**src/rtl/inst_decode_pipe.sv**
```systemverilog
// RV32I instruction decoder with an elastic valid/ready pipeline of STAGES registers.
// Decode happens combinationally on the incoming word; the registers only carry the decoded bundle.
module inst_decode_pipe #(
  parameter int XLEN          = 32,
  parameter int STAGES        = 2,
  parameter int CHECK_ILLEGAL = 1
) (
  input  logic            iClk,
  input  logic            iRstN,
  input  logic            iValid,
  output logic            oReady,
  input  logic [XLEN-1:0] iInst,
  input  logic [XLEN-1:0] iCurPc,
  input  logic            iFlush,
  output logic            oValid,
  input  logic            iReady,
  output logic [6:0]      oOpcode,
  output logic [4:0]      oRdAddr,
  output logic [4:0]      oRs1Addr,
  output logic [4:0]      oRs2Addr,
  output logic [2:0]      oFunct3,
  output logic [6:0]      oFunct7,
  output logic [XLEN-1:0] oImm,
  output logic [XLEN-1:0] oCurPc,
  output logic            oLoad,
  output logic            oStore,
  output logic            oOpRs1,
  output logic            oOpRs2,
  output logic            oOpImm,
  output logic            oOpPc,
  output logic [3:0]      oArith,
  output logic            oIllegal
);

  localparam logic [6:0] OPC_LOAD   = 7'b0000011;
  localparam logic [6:0] OPC_FENCE  = 7'b0001111;
  localparam logic [6:0] OPC_OPIMM  = 7'b0010011;
  localparam logic [6:0] OPC_AUIPC  = 7'b0010111;
  localparam logic [6:0] OPC_STORE  = 7'b0100011;
  localparam logic [6:0] OPC_OP     = 7'b0110011;
  localparam logic [6:0] OPC_LUI    = 7'b0110111;
  localparam logic [6:0] OPC_BRANCH = 7'b1100011;
  localparam logic [6:0] OPC_JALR   = 7'b1100111;
  localparam logic [6:0] OPC_JAL    = 7'b1101111;
  localparam logic [6:0] OPC_SYSTEM = 7'b1110011;

  localparam logic [3:0] ARITH_NOP = 4'b1111;

  typedef struct packed {
    logic [6:0]      opcode;
    logic [4:0]      rd;
    logic [4:0]      rs1;
    logic [4:0]      rs2;
    logic [2:0]      f3;
    logic [6:0]      f7;
    logic [XLEN-1:0] imm;
    logic [XLEN-1:0] pc;
    logic            load;
    logic            store;
    logic            op_rs1;
    logic            op_rs2;
    logic            op_imm;
    logic            op_pc;
    logic [3:0]      arith;
    logic            illegal;
  } bundle_t;

  function automatic logic is_illegal(input logic [XLEN-1:0] inst);
    logic [2:0] f3;
    logic [6:0] f7;
    logic       ill;
    f3  = inst[14:12];
    f7  = inst[31:25];
    ill = 1'b0;
    case (inst[6:0])
      OPC_OP: begin
        if (f7 == 7'b0100000)      ill = !(f3 == 3'b000 || f3 == 3'b101);
        else if (f7 != 7'b0000000) ill = 1'b1;
      end
      OPC_OPIMM: begin
        if (f3 == 3'b001)      ill = (f7 != 7'b0000000);
        else if (f3 == 3'b101) ill = (f7 != 7'b0000000) && (f7 != 7'b0100000);
      end
      OPC_LOAD:   ill = (f3 == 3'b011) || (f3 == 3'b110) || (f3 == 3'b111);
      OPC_STORE:  ill = (f3 > 3'b010);
      OPC_BRANCH: ill = (f3 == 3'b010) || (f3 == 3'b011);
      OPC_JALR:   ill = (f3 != 3'b000);
      OPC_LUI, OPC_AUIPC, OPC_JAL, OPC_FENCE, OPC_SYSTEM: ill = 1'b0;
      default:    ill = 1'b1;
    endcase
    if (inst[1:0] != 2'b11) ill = 1'b1;
    return ill;
  endfunction

  // Fields a format does not define stay zero; FENCE/SYSTEM keep rd, rs1 and funct3 but no immediate.
  function automatic bundle_t decode(input logic [XLEN-1:0] inst, input logic [XLEN-1:0] pc);
    bundle_t b;
    logic    ill;
    b        = '0;
    b.opcode = inst[6:0];
    b.pc     = pc;
    b.arith  = ARITH_NOP;
    ill      = (CHECK_ILLEGAL != 0) ? is_illegal(inst) : 1'b0;
    if (ill) begin
      b.illegal = 1'b1;
    end else begin
      case (inst[6:0])
        OPC_OP: begin
          b.rd     = inst[11:7];
          b.rs1    = inst[19:15];
          b.rs2    = inst[24:20];
          b.f3     = inst[14:12];
          b.f7     = inst[31:25];
          b.arith  = {inst[30], inst[14:12]};
          b.op_rs1 = 1'b1;
          b.op_rs2 = 1'b1;
        end
        OPC_OPIMM: begin
          b.rd     = inst[11:7];
          b.rs1    = inst[19:15];
          b.f3     = inst[14:12];
          b.imm    = {{20{inst[31]}}, inst[31:20]};
          b.arith  = {(inst[14:12] == 3'b101) ? inst[30] : 1'b0, inst[14:12]};
          b.op_rs1 = 1'b1;
          b.op_imm = 1'b1;
        end
        OPC_LOAD: begin
          b.rd     = inst[11:7];
          b.rs1    = inst[19:15];
          b.f3     = inst[14:12];
          b.imm    = {{20{inst[31]}}, inst[31:20]};
          b.arith  = 4'b0000;
          b.load   = 1'b1;
          b.op_rs1 = 1'b1;
          b.op_imm = 1'b1;
        end
        OPC_STORE: begin
          b.rs1    = inst[19:15];
          b.rs2    = inst[24:20];
          b.f3     = inst[14:12];
          b.imm    = {{20{inst[31]}}, inst[31:25], inst[11:7]};
          b.arith  = 4'b0000;
          b.store  = 1'b1;
          b.op_rs1 = 1'b1;
          b.op_imm = 1'b1;
        end
        OPC_BRANCH: begin
          b.rs1 = inst[19:15];
          b.rs2 = inst[24:20];
          b.f3  = inst[14:12];
          b.imm = {{19{inst[31]}}, inst[31], inst[7], inst[30:25], inst[11:8], 1'b0};
        end
        OPC_JALR: begin
          b.rd    = inst[11:7];
          b.rs1   = inst[19:15];
          b.f3    = inst[14:12];
          b.imm   = {{20{inst[31]}}, inst[31:20]};
          b.op_pc = 1'b1;
        end
        OPC_JAL: begin
          b.rd    = inst[11:7];
          b.imm   = {{11{inst[31]}}, inst[31], inst[19:12], inst[20], inst[30:21], 1'b0};
          b.op_pc = 1'b1;
        end
        OPC_LUI: begin
          b.rd  = inst[11:7];
          b.imm = {inst[31:12], 12'b0};
        end
        OPC_AUIPC: begin
          b.rd     = inst[11:7];
          b.imm    = {inst[31:12], 12'b0};
          b.op_pc  = 1'b1;
          b.op_imm = 1'b1;
        end
        OPC_FENCE, OPC_SYSTEM: begin
          b.rd  = inst[11:7];
          b.rs1 = inst[19:15];
          b.f3  = inst[14:12];
        end
        default: ;
      endcase
    end
    return b;
  endfunction

  logic [STAGES-1:0] vld_q, vld_d;
  logic [STAGES-1:0] en;
  bundle_t           bnd_q [STAGES];
  bundle_t           dec_bnd;
  bundle_t           out_bnd;

  assign dec_bnd = decode(iInst, iCurPc);

  // A stage may load when it or any stage after it has a bubble, or the consumer takes the head.
  always_comb begin
    logic chain;
    chain = iReady;
    en    = '0;
    for (int s = STAGES - 1; s >= 0; s--) begin
      chain = chain | ~vld_q[s];
      en[s] = chain;
    end
  end

  assign oReady = en[0] & ~iFlush;

  always_comb begin
    vld_d = vld_q;
    if (iFlush) begin
      vld_d = '0;
    end else begin
      if (en[0]) vld_d[0] = iValid;
      for (int s = 1; s < STAGES; s++) begin
        if (en[s]) vld_d[s] = vld_q[s-1];
      end
    end
  end

  always_ff @(posedge iClk or negedge iRstN) begin
    if (!iRstN) vld_q <= '0;
    else        vld_q <= vld_d;
  end

  // Payload registers carry no reset; outputs are masked by the head valid instead.
  always_ff @(posedge iClk) begin
    if (en[0]) bnd_q[0] <= dec_bnd;
    for (int s = 1; s < STAGES; s++) begin
      if (en[s]) bnd_q[s] <= bnd_q[s-1];
    end
  end

  assign oValid = vld_q[STAGES-1];

  always_comb begin
    out_bnd       = '0;
    out_bnd.arith = ARITH_NOP;
    if (oValid) out_bnd = bnd_q[STAGES-1];
  end

  assign oOpcode  = out_bnd.opcode;
  assign oRdAddr  = out_bnd.rd;
  assign oRs1Addr = out_bnd.rs1;
  assign oRs2Addr = out_bnd.rs2;
  assign oFunct3  = out_bnd.f3;
  assign oFunct7  = out_bnd.f7;
  assign oImm     = out_bnd.imm;
  assign oCurPc   = out_bnd.pc;
  assign oLoad    = out_bnd.load;
  assign oStore   = out_bnd.store;
  assign oOpRs1   = out_bnd.op_rs1;
  assign oOpRs2   = out_bnd.op_rs2;
  assign oOpImm   = out_bnd.op_imm;
  assign oOpPc    = out_bnd.op_pc;
  assign oArith   = out_bnd.arith;
  assign oIllegal = out_bnd.illegal;

endmodule

```
**config.mk**
```make
export PLATFORM = sky130hd
export DESIGN_NAME = inst_decode_pipe
export DESIGN_NICKNAME = d
export VERILOG_FILES = /design/src/rtl/inst_decode_pipe.sv
export SDC_FILE = /design/constraint.sdc
export NUM_CORES = 1
export LEC_CHECK = 0
export CELL_PAD_IN_SITES_DETAIL_PLACEMENT = 1
export CELL_PAD_IN_SITES_GLOBAL_PLACEMENT = 1
export CORE_MARGIN = 5
export CORE_UTILIZATION = 40
export CTS_BUF_LIST = sky130_fd_sc_hd__clkbuf_4 sky130_fd_sc_hd__clkbuf_8
export DETAILED_ROUTE_END_ITERATION = 7
export GPL_ROUTABILITY_DRIVEN = 0
export PLACE_DENSITY = 0.8
export SLEW_MARGIN = 20
export SYNTH_ARGS = -nofsm -noshare
export SYNTH_HDL_FRONTEND = slang
export SYNTH_SLANG_ARGS = --single-unit
```
**constraint.sdc**
```tcl
create_clock -name iClk -period 10.3 [get_ports iClk]
set_input_delay 2.06 -clock iClk [delete_from_list [all_inputs] [get_ports iClk]]
set_output_delay 2.06 -clock iClk [all_outputs]
set_load 0.05 [all_outputs]
```
[Yosys cells after proc, flatten, opt, wreduce, memory -nomap -nowiden]
Memory sizes are Yosys's and may differ from the RTL's.
Index checks and enable logic that the tools add are counted.
Operators by class
  mux-type cells: 31
  equal/unequal tests: 20
  reduce and logical (&&, ||, !) cells: 21
  bitwise logic cells: 6
  order comparisons: 1
Operators by type and width (count)
  32-bit case mux with 5 select lines: 1
  107-bit two-way mux: 1
  57-bit two-way mux: 1
  7-bit by 6-bit == test with 1-bit output, second input constant: 4
  7-bit == test, second input constant: 4
  1-bit two-way mux: 19
  5-bit two-way mux: 3
  7-bit by 5-bit == test with 1-bit output, second input constant: 2
  4-bit case mux with 3 select lines: 1
  10-bit two-way mux: 1
  3-bit == test, second input constant: 3
  3-bit OR reduction: 3
  9-bit OR reduction: 1
  4-bit OR reduction: 2
  8-bit OR reduction: 1
  7-bit by 2-bit == test with 1-bit output, second input constant: 1
  7-bit by 4-bit == test with 1-bit output, second input constant: 1
  7-bit two-way mux: 1
  7-bit by 6-bit inequality test with 1-bit output, second input constant: 1
  1-bit case mux with 7 select lines: 1
  7-bit nonzero test: 1
  3-bit by 2-bit == test with 1-bit output, second input constant: 2
  5-bit OR reduction: 1
  1-bit logical OR: 4
  14 further kinds: 19
Storage, ports and cells
  memories kept: 1
  register bits: 2
  output and inout bits: 109
  bits in writable memories: 214
Memory list
  bnd_q: depth 2, width 107, rd ports 2, clocked after memory_dff 0, wr ports 2, line 188  | bundle_t bnd_q [STAGES];

[Logic depth before layout (Yosys ltp)]
Gate-level depths: netlist of run 1.
  depth after elaboration: 7
  depth in mapped cells: 8

[Worst setup path after synthesis of run 1]
No wires, ideal clock.
  path kind: input-to-reg
  from: input port iReady
  to: memory bnd_q[0][0] (netlist bit), enable pin
  required time: 9.325 ns
  setup slack: 5.241 ns
  data arrival time: 4.085 ns
  stages on the path: 2
  setup time: 0.975 ns
  buffers on the path: 0
  cells stage by stage: nor2b_1 > nand2_1
RTL lines
  start, declared: line 16  | input logic iReady,
  end, declared: line 188

[Final worst setup path of run 1]
  from: input port iReady
  to: output port oReady
On the way
  longest elaborated chain between the ends: 3
RTL lines
  1-bit bitwise OR (2 in series): line 200  | chain = chain | ~vld_q[s];
  1-bit bitwise AND: line 205  | assign oReady = en[0] & ~iFlush;
  end, declared: line 11  | output logic oReady,
Every way passes these cells.

==> results of run 1 <==
critical path: stages:
cell	delay (ns)
clkdlybuf4s50_1	0.40
nor2b_1	0.47
a21oi_1	0.14
clkdlybuf4s50_1	0.72
flip-flops by register name (all words and copies together), names as in the netlist:
register	count
bnd_q	214
vld_q	2
metrics by stage:
stage	power, W	setup WS (ns)
2_1_floorplan	0.00111	5.24
3_3_place_gp	0.00117	4.51
3_5_place_dp	0.00118	4.43
4_1_cts	0.00190	4.42
5_1_grt	0.00195	4.33
6_report	0.00188	4.44
cells by family after synthesis:
group / share of synthesized area [%]
AND/OR/NAND/NOR: 16.4
buffers and inverters: 1.78
flip-flops: 76.8
other: 0.0445
XOR/XNOR: 0.104
AO/OA/AOI/OAI: 4.87
layout make-up:
type | instances | area share, %
sequential | 216 | 58.0
multi-input combinational | 305 | 16.4
timing repair buffer | 181 | 16.3
clock buffer | 53 | 5.69
tap | 275 | 3.08
clock inverter | 9 | 0.358
inverter | 4 | 0.157
report_power, final:
part	total (W)	switching (W)	leakage, nW	internal (W)
sequential	0.00102	0.0000112	2.42	0.00101
combinational	0.000142	0.0000891	1.32	0.0000533
clock	0.000715	0.000322	0.362	0.000394
synthesized netlist by cell type, drive strengths merged, types with 2 or more instances:
cell type	count
nor2	28
buf	8
a2111oi	2
o211ai	3
and3	3
or2	2
nor4	5
nand2	35
nor3	10
clkbuf	22
nand4	3
a22oi	4
nand3	17
o21ai	3
edfxtp	214
nand2b	10
inv	4
and2	118
a211oi	3
nor2b	4
or4	2
dfrtp	2
or3	2
a21oi	30
metal layers:
layer,vias up,wire length (um),share of wire (%),global-route usage [%]
met5,-,0,0,0
met4,0,502,2.5,5.38
met2,184,10500,52,29.3
li1,2386,-,-,-
met1,2534,8070,40,19.9
met3,39,1270,6.3,4.09
cells in the final DEF, fill, tap and decap left out, types with 2 or more instances in the layout:
master	count
edfxtp_1	214
nor3_1	9
clkinv_1	7
clkdlybuf4s50_1	177
and3_1	3
nor4_1	5
o21ai_0	3
inv_1	3
conb_1	6
buf_4	3
nand2b_1	10
a21oi_2	15
and2_1	118
nand2_1	34
a211oi_1	3
clkbuf_4	15
nand4_1	3
nor2_1	23
or3_1	2
a21oi_1	15
nand3_1	17
nor2_2	5
nor2b_1	4
clkbuf_8	38
a22oi_1	4
o211ai_1	3
final timing paths:
path                                     from  depth (start not counted)             to  slack [ns]
max in group asynchronous               iRstN                          1       vld_q[1]        8.43
min in group asynchronous               iRstN                          1       vld_q[1]        1.72
worst min register to register  bnd_q[0][104]                          0  bnd_q[0][211]        0.40
worst min-delay path            bnd_q[0][104]                          0  bnd_q[0][211]        0.40
worst max-delay path                   iReady                          4         oReady        4.44
worst max register to register       vld_q[1]                          4  bnd_q[0][106]        7.37
==> results.md, run 1 <==
- Of the available clock period, the critical path in the final layout requires 56.9%.
- After synthesis, the share of flip-flops with an asynchronous set or reset is 0.926%.
- The post-synthesis instance total is 550.
- Pin placement for this block handled 178 I/O pins.
- The largest net degree at the start of global routing is 110.
- The final worst hold slack is 0.404 ns.
- The leakage dissipation is 4.10 nW.
- For the final routed database, the setup TNS stands at 0 ns.
- In this run the tool buffered the top-level ports with 177 buffer cells.
- TritonCTS built the clock tree.
- The area used by multi-input combinational logic is 1830 sq um.
- The largest total area in the synthesized netlist belongs to edfxtp_1.
- The smallest clock period supported by the final layout is computed as 5.86 ns.
- Once layout is complete, the utilization of the core stands at 53.5%.
- Yosys attributes the largest share of cell area to edfxtp_1, and2_1, a21oi_2, nand2_1, nor2_1.
- Setup repair after global routing left no endpoint under its margin.
- Counting the buffers created by CTS gives 36.
- In this run, the number of DRC markers left after iteration 0 of detailed routing was 335.
- Power spread over the standard cell area amounts to between 150 and 200 nW/um^2.
- The ratio of routed vias to standard cells is between 4 and 5.
- The CTS sink count is 216.
- Row generation in the floorplan step produced 53 rows.
- Measured against its own limit, the worst slew margin works out to 34.9%.
- The H-tree was split into 2 levels.
- The type of element capturing the critical path is a primary output.
- The kind of critical path is in2out.
- Clock latency on the worst-skew pair, taken at its later pin, is 0.52 ns.
- Once detail routing completed, the nets flagged for antenna violations numbered 0.
- The count of pins over their slew limit is 0.
- The die height is 155 um.
- The actual transition at the worst max-transition pin is ~0.97 ns.
- The total number of vias is 5143.
- Counting flops and latches in the post-synthesis netlist gives 216.
- The DRC violation count after routing is 0.
- The number of antenna violations at the first check in global routing came to 0.
- The run finished with clean final reports.
- The share of cells above drive strength 1 is 11.6%.
- Across the run, the number of max-cap violations was 0.
- Across the VDD grid, the largest voltage drop is 0.0630 mV.
- The total wire length is roughly 20000 um.
- The count of filler cells inserted in the layout is 2063.
- The class of the worst hold path is reg2reg.
- The hold violation count in the final report is 0.
- In this run, distinct cell masters in the synthesized netlist total 47.
- The number of setup violations in the final report is 0.
- The standard cell area after detailed placement is 10500 sq um.
- The maximum clock rate is 171 MHz.
- In this run, placement finished with an instance count of 980.
- The overall global routing resource usage is 16.6%.
- Once the floorplan was initialized, standard cells occupied 40.4% of the core.
- The total of warnings raised by yosys is 0.
- Data on the critical path is required at its endpoint by 8.24 ns.
- The maximum fanout along the worst path is 5.
- The width of the die is 155 um.
- The most instantiated flip-flop cell in the synthesis netlist is edfxtp_1.
- The buffers inserted during post-CTS setup optimization is 0.
- The fraction of post-synthesis cell area in the top cell type by area is 76.2%.
- The number of enable flip-flop cells after synthesis is 214.
- Data on the critical path arrives at its endpoint at 3.80 ns.
- The total congestion overflow is 0.
- The count of hold buffers inserted by post-cts repair is 0.
- In the final routed layout, each cell accounts on average for 19.5 um.
- The clock-pin transition on the worst setup and hold timing paths is 0.07 ns.
- The post-route non-filler standard cell count is 1043.
- The total standard cell area after synthesis is 8430 sq um.
- The clock passes through at most 3 buffers.
- The antenna diode instance count is 0.
- The placed wire-length estimate after detailed placement is ~14000 um.
- The mean instance size in the synthesized netlist is around 15 sq um.
- Relative to the synthesized area, the layout overhead comes to 32.5%.
- Gates resized during post-CTS repair numbered 0.
- The die covers 24100 sq um.
- The cell sitting at the root of the clock tree is a clkbuf_8.
- The wire length of the first global-routing pass is 31200 um.
- The core region is 20900 sq um.
- Of the synthesized area, sequential elements account for 76.8%.
- The detailed-routing iteration count for the pre-antenna-repair pass is 4.
- STA classifies the critical path startpoint as an input pin.
- The via count of the first global-routing pass came to 5516.
- The post-route clock skew is 0.0141 ns.
- The area of all placed cells without fillers is 11200 sq um.
- The layout net count is 813.
- The register area is 6480 sq um.
No activity file was read; power rests on OpenSTA's default activity.
==> run 2: changes to the inputs <==
--- a/config.mk
+++ b/config.mk
@@ -8,11 +8,11 @@
 export CELL_PAD_IN_SITES_DETAIL_PLACEMENT = 1
 export CELL_PAD_IN_SITES_GLOBAL_PLACEMENT = 1
 export CORE_MARGIN = 5
-export CORE_UTILIZATION = 40
+export CORE_UTILIZATION = 39
 export CTS_BUF_LIST = sky130_fd_sc_hd__clkbuf_4 sky130_fd_sc_hd__clkbuf_8
 export DETAILED_ROUTE_END_ITERATION = 7
 export GPL_ROUTABILITY_DRIVEN = 0
-export PLACE_DENSITY = 0.8
+export PLACE_DENSITY = 0.81
 export SLEW_MARGIN = 20
 export SYNTH_ARGS = -nofsm -noshare
 export SYNTH_HDL_FRONTEND = slang
==> constraint.sdc (replaced) <==
create_clock -name iClk -period 5.25 [get_ports iClk]
set_input_delay 1.05 -clock iClk [delete_from_list [all_inputs] [get_ports iClk]]
set_output_delay 1.05 -clock iClk [all_outputs]
set_load 0.05 [all_outputs]
==> run 2 against run 1 <==
Via count hardly changed; register-to-register slack worse by 5.4 ns; clock power grew 99%; cell area hardly changed; sequential power grew 96%; wire length rose by 1.7%; cell count unchanged; sequential share of layout area is essentially flat; worst hold slack improved by 0.013 ns; critical path type is now reg2out; first-iteration DRC count rose by 36%; critical path depth is 1 lower.
==> results.md, run 2 (synthesis results as in run 1) <==
- The flow ran to the end, and the final reports show no timing, DRC or antenna violations.
- The data arrival time of the worst path is 3.02 ns (-0.78 ns).
- The area of the die was 24700 sq um (+2.4%).
- In the final layout, the registers with the most flip-flops are bnd_q: 214 flops, vld_q: 2 flops.
- The number of clock buffers inserted by TritonCTS is 36 (unchanged).
- The CTS sink count is 216 (unchanged).
- The first-iteration detailed-routing DRC count is 455 (+36%).
- The overall global routing resource usage is 16.5% (-0.027 points).
- The worst setup path is captured at a primary output.
- The worst path required time came to 4.20 ns (-4.04 ns).
- The placed wire-length estimate after detailed placement was 14600 um (+3.2%).
- Setup repair after global routing left no endpoint under its margin.
- The die height was 157 um (+1.2%).
- CTS placed an instance of clkbuf_8 at the clock tree root.
- The count of pins over their slew limit came to 0 (unchanged).
- The most common cell after layout, fill and taps aside is edfxtp_1.
- The signal on the critical path passes through nor2b_1 > a21oi_1 > clkdlybuf4s50_1.
- The depth of the most critical reg-to-reg path was 3 (-1).
- The hold violation count in the final report is 0 (unchanged).
- The path class of the tightest hold or removal check is reg2reg.
- The maximum level of the CTS H-tree is 2 (unchanged).
- The post-cts sizing count was 0 (unchanged).
- The buffers plus inverters on the worst setup path is 1 (-1).
- The post-route clock skew came to 0.0227 ns (+0.00855 ns).
- The total stage count of the critical path is 3 (-1).
- The number of placement rows was 53 (unchanged).
- The wire length of the first global-routing pass was 31800 um (+1.9%).
- STA classifies the critical path startpoint as a flip-flop.
- The leakage dissipation was 4.10 nW (-0.14%).
- The max-capacitance violation count is 0 (unchanged).
- The buffers inserted during post-CTS setup optimization is 0 (unchanged).
- The number of buffers inserted by port buffering is 177 (unchanged).
- The register with the most flip-flops in the final layout is bnd_q.
- The count of filler cells inserted in the layout is 2081 (+0.87%).
- The slowest cell on the critical path is dfrtp_2.
- The total wire length is 20600 um (+1.7%).
- The DRC violation count after routing is 0 (unchanged).
- The total core area is 21200 sq um (+1.3%).
- The worst slew slack as a fraction of its limit came to 35.8% (+0.98 points).
- The clock tree from TritonCTS is built.
- The maximum fanout along the worst path is 69 (+64).
- The register area is 6480 sq um (unchanged).
- The number of setup violations in the final report is 0 (unchanged).
- The via count of the first global-routing pass is 5645 (+2.3%).
- The utilization after layout was 52.8% (-0.71 points).
- The antenna diode instance count was 0 (unchanged).
- The endpoint of the worst register-to-register path is bnd_q[0][55].
- The peak supply drop came to 0.162 mV (+160%).
- In the layout the commonest cells are edfxtp_1, clkdlybuf4s50_1, and2_1, clkbuf_8, nand2_1.
- The insertion delay to the later sink of the worst-skew pair came to 0.50 ns (-0.02 ns).
- The count of hold buffers inserted by post-cts repair is 0 (unchanged).
- The flip-flop count of the largest register after layout was 214 (unchanged).
- The largest net degree at the start of global routing came to 89 (-19%).
- The hold path depth came to 0 (unchanged).
- The final critical delay including setup and external delays is 4.07 ns.
- The layout net count is 813 (unchanged).
- The total congestion overflow is 0 (unchanged).
- The clock-pin transition on the worst setup and hold timing paths is 0.06 ns (about the same).
- The detailed-routing iteration count for the pre-antenna-repair pass is 4 (unchanged).
- The width of the die came to 157 um (+1.2%).
- The final critical-path share of the clock period is 77.5%.
- The average wire length per cell after detail routing was 19.8 um (+1.7%).
- The power per cell area came to 331 nW/um^2 (+97%).
- The delay of the slowest critical-path stage is 0.98 ns (+0.26 ns).
- The sum of negative setup slack came to 0 ns (unchanged).
- The critical hold path startpoint is bnd_q[0][33].
- The kind of critical path is reg2out.
- The worst flop-to-flop path startpoint is vld_q[1].
- The area used by multi-input combinational logic is 1830 sq um (about the same).
- The ratio of routed vias to standard cells is 4.93 (about the same).
- The number of buffers on the longest clock path was 3 (unchanged).
- The total number of vias is 5139 (-0.078%).
- Based on the critical path, the design can be clocked at up to 246 MHz.
- The destination of the worst hold path is bnd_q[0][140].
- The synthesis-to-layout area growth is 32.4% (about the same).
- The share of cells above drive strength 1 is 11.1% (-0.52 points).
- The slack of the worst reg-to-reg path is 2.02 ns (-5.35 ns).
- The category of cells accounting for the largest share of critical-path delay is flip-flops.
- The number of antenna-violating nets in the routed design came to 0 (unchanged).
- The final worst hold slack came to 0.417 ns (+0.0134 ns).
- The effective utilization at floorplan came to 39.9% (-0.51 points).
- The actual transition at the worst max-transition pin is 0.962 ns (-0.00579 ns).
- The top-level port count is 178 (unchanged).
- The number of antenna violations at the first check in global routing is 0 (unchanged).
-- run 2: cell count changes in the layout (fill, tap and decap cells not counted), sizes merged --
cell and change:
bufinv +2, clkbuf -10, clkinv +9, inv -1
-- run 2: worst max-delay path by stage --
stage | start | end | slack (ns)
3_5_place_dp | iInst[6] | bnd_q[0][73] | 1.22
5_1_grt | vld_q[1] | oImm[12] | 0.90
2_1_floorplan | iReady | bnd_q[0][0] | 1.20
6_report | vld_q[1] | oReady | 1.18
3_3_place_gp | iReady | oReady | 1.46
4_1_cts | vld_q[1] | oImm[12] | 1.11
-- run 2: stage by stage --
step                      std cells  total power [W]  setup slack (ns)  area [sq um]
after floorplan                 555          0.00218              1.20          8450
final                          1043          0.00369              1.18         11200
after detailed placement        981          0.00231              1.22         10500
after CTS                      1043          0.00374              1.11         11200
after global placement          981          0.00230              1.46         10500
after global routing           1043          0.00385             0.896         11200
-- run 2: layer usage --
| metal | vias to the layer above | track usage (%) | part of all wire, % |
|---|---|---|---|
| li1 | 2394 | - | - |
| met1 | 2521 | 19.5 | 39 |
| met2 | 193 | 30.1 | 52 |
| met3 | 31 | 4.23 | 7.1 |
| met4 | 0 | 4.30 | 1.6 |
| met5 | - | 0 | 0 |
-- run 2: final cells by class --
type	instances	area share (%)
Clock inverter	19	1.19
Tap cell	275	3.08
Inverter	4	0.179
Multi-Input combinational cell	305	16.4
Timing Repair Buffer	181	16.1
Clock buffer	43	4.97
Sequential cell	216	58.0
-- run 2: power by group --
part	switching [W]	internal, W
clock	0.000624	0.000796
sequential	0.0000269	0.00197
combinational	0.000170	0.000103
total	0.000821	0.00287
==> run 3: changes to the inputs <==
==> constraint.sdc (replaced) <==
create_clock -name iClk -period 3.42 [get_ports iClk]
set_input_delay 0.684 -clock iClk [delete_from_list [all_inputs] [get_ports iClk]]
set_output_delay 0.684 -clock iClk [all_outputs]
set_load 0.05 [all_outputs]
==> run 3 against run 2 <==
Clock power up 52%; largest cell class unchanged; global-route usage rose by 0.58 points; die area did not move; critical path depth is 1 higher; critical path type unchanged; first-iteration DRC count shrank 12%; wire length rose by 3.5%; setup slack lost 0.79 ns.
==> results.md, run 3 (synthesis results as in run 1) <==
- The width of the die is 157 um (unchanged).
- Setup repair after global routing left no endpoint under its margin.
- The maximum level of the CTS H-tree came to 2 (unchanged).
- The number of buffers on the longest clock path came to 3 (unchanged).
- The count of hold buffers inserted by post-cts repair came to 0 (unchanged).
- The buffers inserted during post-CTS setup optimization was 0 (unchanged).
- The detailed-routed wire length on met2 is 11000 um (+2.1%).
- The CTS sink count was 216 (unchanged).
- The final critical delay including setup and external delays is ~3 ns.
- The number of antenna-violating nets in the routed design is 0 (unchanged).
- The flip-flop count of the largest register after layout is 214 (unchanged).
- The final critical-path setup slack is 0.394 ns (-0.787 ns).
- The die height is 157 um (unchanged).
- The power dissipated by switching net loads is 0.00131 W (+59%).
- The type of element capturing the critical path is a primary output.
- The average wire length per cell after detail routing is 20.1 um (+1.6%).
- The overall global routing resource usage is 17.1% (+0.58 points).
- The cell-internal power came to 0.00437 W (+52%).
- The insertion delay to the later sink of the worst-skew pair came to 0.51 ns (about the same).
- The antenna diode instance count was 0 (unchanged).
- The utilization after layout is 53.5% (+0.75 points).
- The share of cells above drive strength 1 is 14.1% (+3.0 points).
- The depth of the most critical reg-to-reg path was 5 (+2).
- The first-iteration detailed-routing DRC count is 400 (-12%).
- The ratio of routed vias to standard cells was 4.96 (+0.60%).
- The total wire length is 21400 um (+3.5%).
- The kind of critical path is reg2out.
- The synthesis-to-layout area growth is 34.2%.
- The endpoint identified for the worst register-to-register timing path is bnd_q[0][26].
- In this run the clock root is driven by a clkbuf_8.
- The worst slew slack as a fraction of its limit came to 57.2% (+21 points).
- The power per cell area came to 501 nW/um^2 (+51%).
- The topmost layer with routed signal wires is met4.
- The top-level port count was 178 (unchanged).
- The wire length of the first global-routing pass was 32500 um (+2.3%).
- The placed wire-length estimate after detailed placement is 15100 um (+3.7%).
- The worst flop-to-flop path startpoint is vld_q[1].
- The library cell used most frequently in the layout, excluding fill and tap cells, is edfxtp_1.
- The total congestion overflow is 0 (unchanged).
- The hold violation count in the final report is 0 (unchanged).
- The leakage dissipation is 4.20 nW (+2.5%).
- The area of the die is 24700 sq um (unchanged).
- The count of filler cells inserted in the layout is 2093 (+0.58%).
- The register area came to 6480 sq um (unchanged).
- The part of the total power dissipated in combinational logic was 7.9% (+0.5 points).
- The switching share of power is 23.0% (+0.78 points).
- The peak supply drop was 0.211 mV (+30%).
- The number of setup violations in the final report came to 0 (unchanged).
- The sum of negative setup slack is 0 ns (unchanged).
- The routed wire length on met3 came to 1550 um (+5.2%).
- The share of power burned in registers came to 54.0% (-0.2 points).
- The clock-pin transition on the worst setup and hold timing paths is 0.06 ns (about the same).
- The layout net count came to 831 (+2.2%).
- In the finished design, the share of the clock period the worst path needs comes to 88.5%.
- The total number of vias is 5269 (+2.5%).
- The effective utilization at floorplan came to 39.9% (unchanged).
- The largest net degree at the start of global routing is 110 (+24%).
- The post-route clock skew was 0.0157 ns (-0.00699 ns).
- In the final layout, the registers with the most flip-flops are bnd_q: 214 flops, vld_q: 2 flops.
- The power consumption is 0.00568 W (+54%).
- The run finished with clean final reports.
- bnd_q holds more flip-flops than any other register.
- Derived from the worst setup path, the maximum achievable clock frequency is 330 MHz.
- The total core area is 21200 sq um (unchanged).
- The pre-CTS worst setup slack is 0.119 ns (-1.10 ns).
- The number of antenna violations at the first check in global routing came to 0 (unchanged).
- The data arrival time of the worst path is 2.34 ns (-0.68 ns).
- The number of buffers inserted by port buffering came to 177 (unchanged).
- The clock tree from TritonCTS is built.
- The number of placement rows is 53 (unchanged).
- The count of pins over their slew limit is 0 (unchanged).
- The post-cts sizing count was 0 (unchanged).
- The DRC violation count after routing is 0 (unchanged).
- The origin of the worst setup path is vld_q[1].
- The slack of the worst reg-to-reg path is 1.31 ns (-0.71 ns).
- The detailed-route wire length on metal 1 is 8250 um (+2.1%).
- The number of clock buffers inserted by TritonCTS is 37 (+2.8%).
- The detailed-routing iteration count for the pre-antenna-repair pass is 5 (+1).
- The via count of the first global-routing pass was 5698 (+0.94%).
- The max-capacitance violation count was 0 (unchanged).
- The area used by multi-input combinational logic is 1830 sq um (unchanged).
- The worst path required time is 2.74 ns (-1.46 ns).
- The library cells used most frequently in the layout, excluding fill and tap cells, are edfxtp_1, clkdlybuf4s50_1, and2_1, clkbuf_8, nand2_1.
- The worst setup path is launched from a flip-flop.
- The maximum fanout along the worst path is 109 (+58%).
- The actual transition at the worst max-transition pin came to 0.642 ns (-0.321 ns).
- The part of the total power dissipated in the clock network is 38.1% (-0.3 points).
- In this run the worst hold path is classified as in2async.
-- run 3: cell types whose count changed in the layout (fill, tap and decap cells not counted) --
cell / before / now
buf_12: 0 / 3
inv_6: 1 / 0
clkinvlp_4: 0 / 3
clkinv_2: 7 / 11
bufinv_16: 2 / 1
a21boi_1: 1 / 0
a21boi_0: 0 / 1
clkbuf_4: 6 / 7
clkinv_1: 10 / 7
buf_4: 4 / 21
clkdlybuf4s50_1: 177 / 174
-- run 3: power groups by stage --
stage | Combinational [W] | Sequential [W] | Clock [W]
5_1_grt | 0.000472 | 0.00307 | 0.00238
6_report | 0.000448 | 0.00306 | 0.00216
3_5_place_dp | 0.000447 | 0.00312 | 0
3_3_place_gp | 0.000431 | 0.00311 | 0
4_1_cts | 0.000450 | 0.00307 | 0.00224
2_1_floorplan | 0.000232 | 0.00311 | 0
-- run 3: worst max-delay path, stage by stage (launching register included) --
cell and delay, ns:
dfrtp_2 0.41, buf_12 0.22, nor2b_1 0.20, a21oi_1 0.17, clkdlybuf4s50_1 0.82
-- run 3: through the flow --
stage	cells	cell area [sq um]	hold slack, ns
floorplan	555	8460	0.388
global placement	998	10600	0.401
detailed placement	998	10600	0.406
CTS	1063	11300	0.309
global route	1063	11300	0.319
finish	1063	11300	0.350
-- run 3: area by class of cell --
cell class	instances	share of cell area, %
multi-input combinational	305	16.2
inverter	4	0.166
clock inverter	21	1.12
timing repair buffer	198	17.3
sequential	216	57.2
clock buffer	44	4.96
tap	275	3.04
-- run 3: metal layers --
metal	GRT usage, %	vias to the layer above
li1	-	2422
met1	19.9	2582
met2	30.5	218
met3	4.54	47
met4	6.27	0
met5	0	-
-- run 3: how the worst max path moves through the flow --
stage / slack [ns] / end / cells past startpoint
5_1_grt: 0.28 / oReady / 4
4_1_cts: 0.32 / oReady / 4
3_5_place_dp: 0.12 / bnd_q[0][60] / 7
3_3_place_gp: 0.26 / bnd_q[0][9] / 7
2_1_floorplan: 0.05 / bnd_q[0][107] / 3
6_report: 0.39 / oReady / 4
